$ cat src/rtl/addr_pkg.sv
// Shared types and elaboration helpers for the digit-serial adder.
package addr_pkg;

  typedef enum logic [1:0] {
    ST_IDLE = 2'd0,
    ST_RUN  = 2'd1,
    ST_DONE = 2'd2
  } addr_state_t;

  function automatic int unsigned ndig(input int unsigned width, input int unsigned digit);
    return width / digit;
  endfunction

  function automatic bit params_legal(input int unsigned width, input int unsigned digit);
    return (digit >= 1) && (digit <= width) && ((width % digit) == 0);
  endfunction

endpackage

$ cat src/rtl/addr_digit_u.sv
// Combinational DIGIT-bit ripple adder used for one digit step of the serial adder.
module addr_digit_u #(
  parameter int unsigned DIGIT = 2
) (
  input  logic [DIGIT-1:0] a,
  input  logic [DIGIT-1:0] b,
  input  logic             cin,
  output logic [DIGIT-1:0] s,
  output logic             cout
);

  logic [DIGIT:0] w_c;

  always_comb begin
    w_c    = '0;
    s      = '0;
    w_c[0] = cin;
    for (int i = 0; i < DIGIT; i++) begin
      s[i]     = a[i] ^ b[i] ^ w_c[i];
      w_c[i+1] = (a[i] & b[i]) | (w_c[i] & (a[i] ^ b[i]));
    end
    cout = w_c[DIGIT];
  end

endmodule

$ cat src/rtl/addr_serial_u.sv
// Digit-serial unsigned adder with valid/ready on both sides.
// Define ADDR_SERIAL_DMR_EN to add a duplicated digit adder that raises a sticky fault flag.
module addr_serial_u
  import addr_pkg::*;
#(
  parameter int unsigned WIDTH = 8,
  parameter int unsigned DIGIT = 2
) (
  input  logic             clk,
  input  logic             rst,
  input  logic             in_valid,
  output logic             in_ready,
  input  logic [WIDTH-1:0] a,
  input  logic [WIDTH-1:0] b,
  output logic             out_valid,
  input  logic             out_ready,
  output logic [WIDTH:0]   sum,
  output logic             busy,
  output logic             fault
);

  localparam int unsigned NDIG = ndig(WIDTH, DIGIT);
  localparam int unsigned CW   = (NDIG > 1) ? $clog2(NDIG) : 1;

  if (!params_legal(WIDTH, DIGIT)) begin : g_bad_params
    $error("addr_serial_u: WIDTH must be a positive multiple of DIGIT");
  end

  addr_state_t        r_state;
  logic [WIDTH-1:0]   r_a;
  logic [WIDTH-1:0]   r_b;
  logic [WIDTH:0]     r_sum;
  logic               r_carry;
  logic [CW-1:0]      r_cnt;

  logic [DIGIT-1:0]       w_s;
  logic                   w_cout;
  logic [WIDTH+DIGIT-1:0] w_sum_cat;
  logic                   w_last;

  addr_digit_u #(
    .DIGIT(DIGIT)
  ) u_digit (
    .a   (r_a[DIGIT-1:0]),
    .b   (r_b[DIGIT-1:0]),
    .cin (r_carry),
    .s   (w_s),
    .cout(w_cout)
  );

  // New digit enters at the top; after NDIG steps digit 0 sits at bit 0.
  assign w_sum_cat = {w_s, r_sum[WIDTH-1:0]};
  assign w_last    = (r_cnt == CW'(NDIG - 1));

  always_ff @(posedge clk) begin
    if (rst) begin
      r_state <= ST_IDLE;
      r_sum   <= '0;
      r_carry <= 1'b0;
      r_cnt   <= '0;
    end else begin
      unique case (r_state)
        ST_IDLE: begin
          if (in_valid) begin
            r_a     <= a;
            r_b     <= b;
            r_carry <= 1'b0;
            r_cnt   <= '0;
            r_state <= ST_RUN;
          end
        end
        ST_RUN: begin
          r_a              <= r_a >> DIGIT;
          r_b              <= r_b >> DIGIT;
          r_sum[WIDTH-1:0] <= w_sum_cat[WIDTH+DIGIT-1:DIGIT];
          r_carry          <= w_cout;
          r_cnt            <= r_cnt + 1'b1;
          if (w_last) begin
            r_sum[WIDTH] <= w_cout;
            r_state      <= ST_DONE;
          end
        end
        ST_DONE: begin
          if (out_ready) r_state <= ST_IDLE;
        end
        default: r_state <= ST_IDLE;
      endcase
    end
  end

`ifdef ADDR_SERIAL_DMR_EN
  logic [DIGIT-1:0] w_s_dup;
  logic             w_cout_dup;
  logic             r_fault;

  addr_digit_u #(
    .DIGIT(DIGIT)
  ) u_digit_dup (
    .a   (r_a[DIGIT-1:0]),
    .b   (r_b[DIGIT-1:0]),
    .cin (r_carry),
    .s   (w_s_dup),
    .cout(w_cout_dup)
  );

  // Sticky until the next accept; the primary copy's result is always used.
  always_ff @(posedge clk) begin
    if (rst) begin
      r_fault <= 1'b0;
    end else if (r_state == ST_IDLE && in_valid) begin
      r_fault <= 1'b0;
    end else if (r_state == ST_RUN && ({w_cout, w_s} != {w_cout_dup, w_s_dup})) begin
      r_fault <= 1'b1;
    end
  end

  assign fault = r_fault;
`else
  assign fault = 1'b0;
`endif

  assign in_ready  = (r_state == ST_IDLE) && !rst;
  assign out_valid = (r_state == ST_DONE);
  assign busy      = (r_state != ST_IDLE);
  assign sum       = r_sum;

endmodule

$ cat config.mk
export PLATFORM = sky130hd
export DESIGN_NAME = addr_serial_u
export DESIGN_NICKNAME = d
export VERILOG_FILES = /design/src/rtl/addr_pkg.sv /design/src/rtl/addr_digit_u.sv /design/src/rtl/addr_serial_u.sv
export SDC_FILE = /design/constraint.sdc
export NUM_CORES = 1
export LEC_CHECK = 0
export ABC_AREA = 1
export CAP_MARGIN = 20
export CORE_MARGIN = 1.5
export CORE_UTILIZATION = 51
export DETAILED_ROUTE_END_ITERATION = 12
export GPL_ROUTABILITY_DRIVEN = 0
export HOLD_SLACK_MARGIN = 0.1
export PLACE_DENSITY = 0.93
export SYNTH_ARGS = -nofsm -noshare
export SYNTH_HDL_FRONTEND = slang
export SYNTH_SLANG_ARGS = --single-unit
$ cat constraint.sdc
create_clock -name clk -period 2.83 [get_ports clk]
set_input_delay 0.283 -clock clk [delete_from_list [all_inputs] [get_ports clk]]
set_output_delay 0.283 -clock clk [all_outputs]
set_load 0.01 [all_outputs]
==> Word-level counts from Yosys, hierarchy flattened <==
Cells that the tools add are included.
{ "word_totals": {"wordCells": 46, "reg_bits": 30} }
{ "op_classes": {"add_sub_neg": 1, "muxes": 12, "n_eq_ne": 6, "n_bitwise": 11, "n_reduce_logical": 9} }
{ "op_table": {"columns": ["cell", "count"], "rows": [
  ["$pmux 8 s2", 2],
  ["$mux 8", 2],
  ["$mux 2", 4],
  ["$pmux 2 s3", 1],
  ["$reduce_and 3->1", 2],
  ["$and 1x1->1", 4],
  ["$eq 2x2->1 const B", 2],
  ["$ne 2x2->1 const B", 2],
  ["$pmux 2 s2", 1],
  ["$reduce_and 2->1", 2],
  ["$reduce_bool 2->1", 2],
  ["$xor 1x1->1", 4],
  ["$add 2x1->2 const B", 1],
  ["$eq 2x1->1 const B", 1],
  ["$logic_not 2->1", 1],
  ["$ne 2x1->1 const B", 1],
  ["$or 1x1->1", 2],
  ["$pmux 1 s2", 1],
  ["$logic_and 1x1->1", 1],
  ["$logic_not 1->1", 1],
  ["$mux 1", 1],
  ["$not 1->1", 1]
]} }

==> Longest topological paths before layout <==
{ "depth": {"ltp_word": 6, "mapped_depth": 6, "depth_no_buf": 6} }

==> Modules after synthesis <==
From an unflattened synthesis, not the netlist that was laid out.
{ "unflattened": {"hier_cells": 148, "hier_area_um2": 1303.8} }
{ "by_module_without_submodules": {"columns": ["module", "n_inst", "seq_area_each_um2", "area_each_um2", "cells_each"], "rows": [
  ["addr_serial_u", 1, 760.7, 1233.7, 138],
  ["addr_digit_u", 1, 0.0, 70.1, 10]
]} }

==> Least setup slack after synthesis <==
Ideal clock, no wire load.
{ "synth_timing": {"path_kind": "register -> register", "start": "register r_state[0]", "end": "register r_a[0] (enable)", "path_slack_ns": 1.216, "stages_incl_launch_ff": 3, "n_path_buf": 0, "required_ns": 2.442, "arrival_time_ns": 1.225, "cell_sequence": "dfxtp_1 > o21ai_0 > nor2_1"} }
{ "synth_between": {"elab_chain_len": 3} }
{ "synth_lines": {"columns": ["item", "line", "text"], "rows": [
  ["start: declaration", "addr_serial_u.sv:29", "addr_state_t r_state;"],
  ["start signal: assignment", "addr_serial_u.sv:57", "r_state <= ST_IDLE;"],
  ["start signal: assignment", "addr_serial_u.sv:69", "r_state <= ST_RUN;"],
  ["start signal: assignment", "addr_serial_u.sv:80", "r_state <= ST_DONE;"],
  ["$eq 2x1->1 or $logic_not 2->1 (tied branches)", "addr_serial_u.sv:62", "unique case (r_state)"],
  ["$reduce_bool 2->1 (no source line) or $ne 2x2->1 (tied branches)", null, null],
  ["$reduce_and 3->1 (no source line) *", null, null],
  ["end signal: assignment", "addr_serial_u.sv:73", "r_a <= r_a >> DIGIT;"],
  ["end: declaration", "addr_serial_u.sv:30", "logic [WIDTH-1:0] r_a;"]
]} }
Mark *: on every way between the ends. The rest lies on a longest branch, timed or not.
A chain may end at the register's enable or synchronous reset.

==> Final worst setup path <==
{ "layout_timing": {"start": "register r_state[0]", "end": "output in_ready"} }
{ "layout_between": {"elab_chain_len": 2} }
{ "layout_lines": {"columns": ["item", "line", "text"], "rows": [
  ["$logic_not 2->1", "addr_serial_u.sv:122", "assign in_ready = (r_state == ST_IDLE) && !rst;"],
  ["$logic_and 1x1->1", "addr_serial_u.sv:122", null],
  ["end: declaration", "addr_serial_u.sv:12", "output logic in_ready,"]
]} }
Every way passes these cells.

==> run metrics <==
vias post-DR 1039; total setup buffers inserted after CTS 0; most common flop cell mapped by yosys edfxtp_1; PD cells 530 mW/mm2; antenna-violating nets left 0; clock share of power 25.8%; register area share after synthesis 57.6%; CP Data Required Time 2.55 ns; Starting Density 53.8%; Syn Inst Count 152; CTS H-tree depth 2; area of the mapped netlist 0.00132 mm2; Synth warnings 0; # DRC 0; P_int 661 uW; syn_nets 175; worst r2r src r_a[0]; total design power 887 uW; placed insts 207; CP Data Arrival Time 1.59 ns; routed vias/inst 4.83; Synth-to-Final Area Change 26.8%; Worst-path clk slew 0.08 ns; setup repair after global routing missed its margin no; combinational power share 16.6%; CTS Buffer Depth 2; Max Slew Vio Count 0; cell area after layout 0.00167 mm2; CP endpoint in_ready; DIE WIDTH 53.9 um; Reg power frac 57.5%; WHS 0.491 ns; Worst Reg-to-Reg Cells 6; hold_buf cts 0; Nets 207; sw frac 25.5%; number of max-cap violations 0; flop2flop setup slack 1.21 ns; DRT iter0 DRCs 24; WL final 2400 um; endpoint class of the critical path primary output; Num CTS Buffers 5; Yosys cell types 18; core area 0.00245 mm2; fmax 0.535 GHz; DP Wirelength 1740 um; drt first pass iters 4; actual slew at the worst max-slew pin 0.643 ns; clock sink count 30; Max FO, Critical Path 6; layout cells sized above 1 6.49%; NetSw 226 uW; # resized after CTS 0; number of port buffers 31; status completed; Peak VDD IR 0.000467 V; Die Area 0.00290 mm2; Post-synth EDFFs 16; CTS tree done; clk_skew 0.00424 ns; Rows 18; largest net degree at the start of global routing 32; min Tclk post-route 1.87 ns; All-Layer GR Usage 20.9%; Worst-Skew Late Latency 0.32 ns; die height 53.9 um; # IOs 33; setup violators final 0; Syn Area/Cell 8.68 um2; Critical Path Source Type register; DP Area 0.00162 mm2; fin cells 215; CTS Root Buffer Type clkbuf_4; # diodes 0; Hold Crit Class reg -> reg; vias in the first global route 974; final hold violation count 0; period utilization 66.0%; reg2reg end r_carry; asr flop ratio synth 0%; Leak Pwr 0.725 nW; setup TNS 0 ns; number of antenna violations at the first check in global routing 0; Worst setup startpoint r_state[0]; first-pass GRT wire length 4160 um; CP Class reg -> out; grt total ovfl 0; Worst slew margin 57.1%; WL/cell 11.1 um; FF+latch count, synth 30
[final cells by class]
class                   instances  area (um2)
clock buffers                   6        41.3
clock inverters                 2        8.76
fillers                       214         781
inverters                      18        67.6
multi-input cells              97         440
flip-flops and latches         30         761
well taps                      30        37.5
repair buffers                 32         318
[how the worst min path moves through the flow]
stage	to	start	cells past startpoint
after floorplan	r_state[0]	in_valid	2
after global placement	sum[0]	sum[0]	2
after detailed placement	sum[1]	sum[1]	2
after CTS	sum[1]	sum[1]	2
after global routing	sum[1]	sum[1]	2
final	sum[1]	sum[1]	2
[layer usage]
metal / track usage, % / part of all wire (%) / wire [um] / vias to the layer above
met5: 0 / 0 / 0 / -
met3: 6.11 / 5.5 / 133 / 7
met2: 34.8 / 52 / 1240 / 33
met4: 11.1 / 2.1 / 51 / 0
met1: 24.2 / 41 / 977 / 468
li1: - / - / - / 531
[power groups by stage]
| stage | Clock, mW | Combinational, mW | Sequential [mW] |
|---|---|---|---|
| 6_report | 0.229 | 0.148 | 0.511 |
| 5_1_grt | 0.261 | 0.168 | 0.514 |
| 4_1_cts | 0.240 | 0.150 | 0.511 |
| 3_5_place_dp | 0 | 0.149 | 0.521 |
| 3_3_place_gp | 0 | 0.141 | 0.518 |
| 2_1_floorplan | 0 | 0.0833 | 0.522 |
[synthesized netlist by cell type, drive strengths merged, types with 2 or more instances]
library cell | number | area, um2
nand2 | 49 | 184
nor2 | 28 | 113
inv | 18 | 67.6
edfxtp | 16 | 480
dfxtp | 14 | 280
o21ai | 8 | 40.0
buf | 6 | 46.3
a21oi | 4 | 27.5
nand3 | 4 | 20.0
fa | 2 | 40.0
[kinds of logic (layout without fill, tap and decap cells)]
family,count (synthesis),after routing,synth area share (%)
flops,30,30,57.6
simple gates,81,81,24.0
fa+ha+maj,3,3,3.98
compound gates,12,12,5.12
buf+inv,25,58,9.00
other cells,1,1,0.284
[cells in the final DEF, fill, tap and decap left out, types with 4 or more instances in the layout]
cell type / n
clkbuf_4: 5
dfxtp_1: 14
clkdlybuf4s50_1: 31
nand3_1: 4
edfxtp_1: 16
o21ai_0: 8
nor2_1: 27
inv_1: 16
nand2_1: 49
[state kept, by name, summed over array words and instances (netlist names)]
name,count
r_b,8
r_a,8
r_carry,1
r_state,2
r_cnt,2
sum,9
[worst max-delay path, stage by stage, from the launching register on]
cell and delay (ns):
dfxtp_1 0.37, nor2_1 0.17, inv_1 0.09, nor2_1 0.09, clkdlybuf4s50_1 0.54
[metrics by stage]
stage	worst slack (ns)	utilization, %
6_report	0.962	68.2
5_1_grt	0.859	68.2
2_1_floorplan	1.22	-
3_3_place_gp	1.03	66.2
3_5_place_dp	1.01	66.2
4_1_cts	0.967	68.2
No activity file was read; power rests on OpenSTA's default activity.
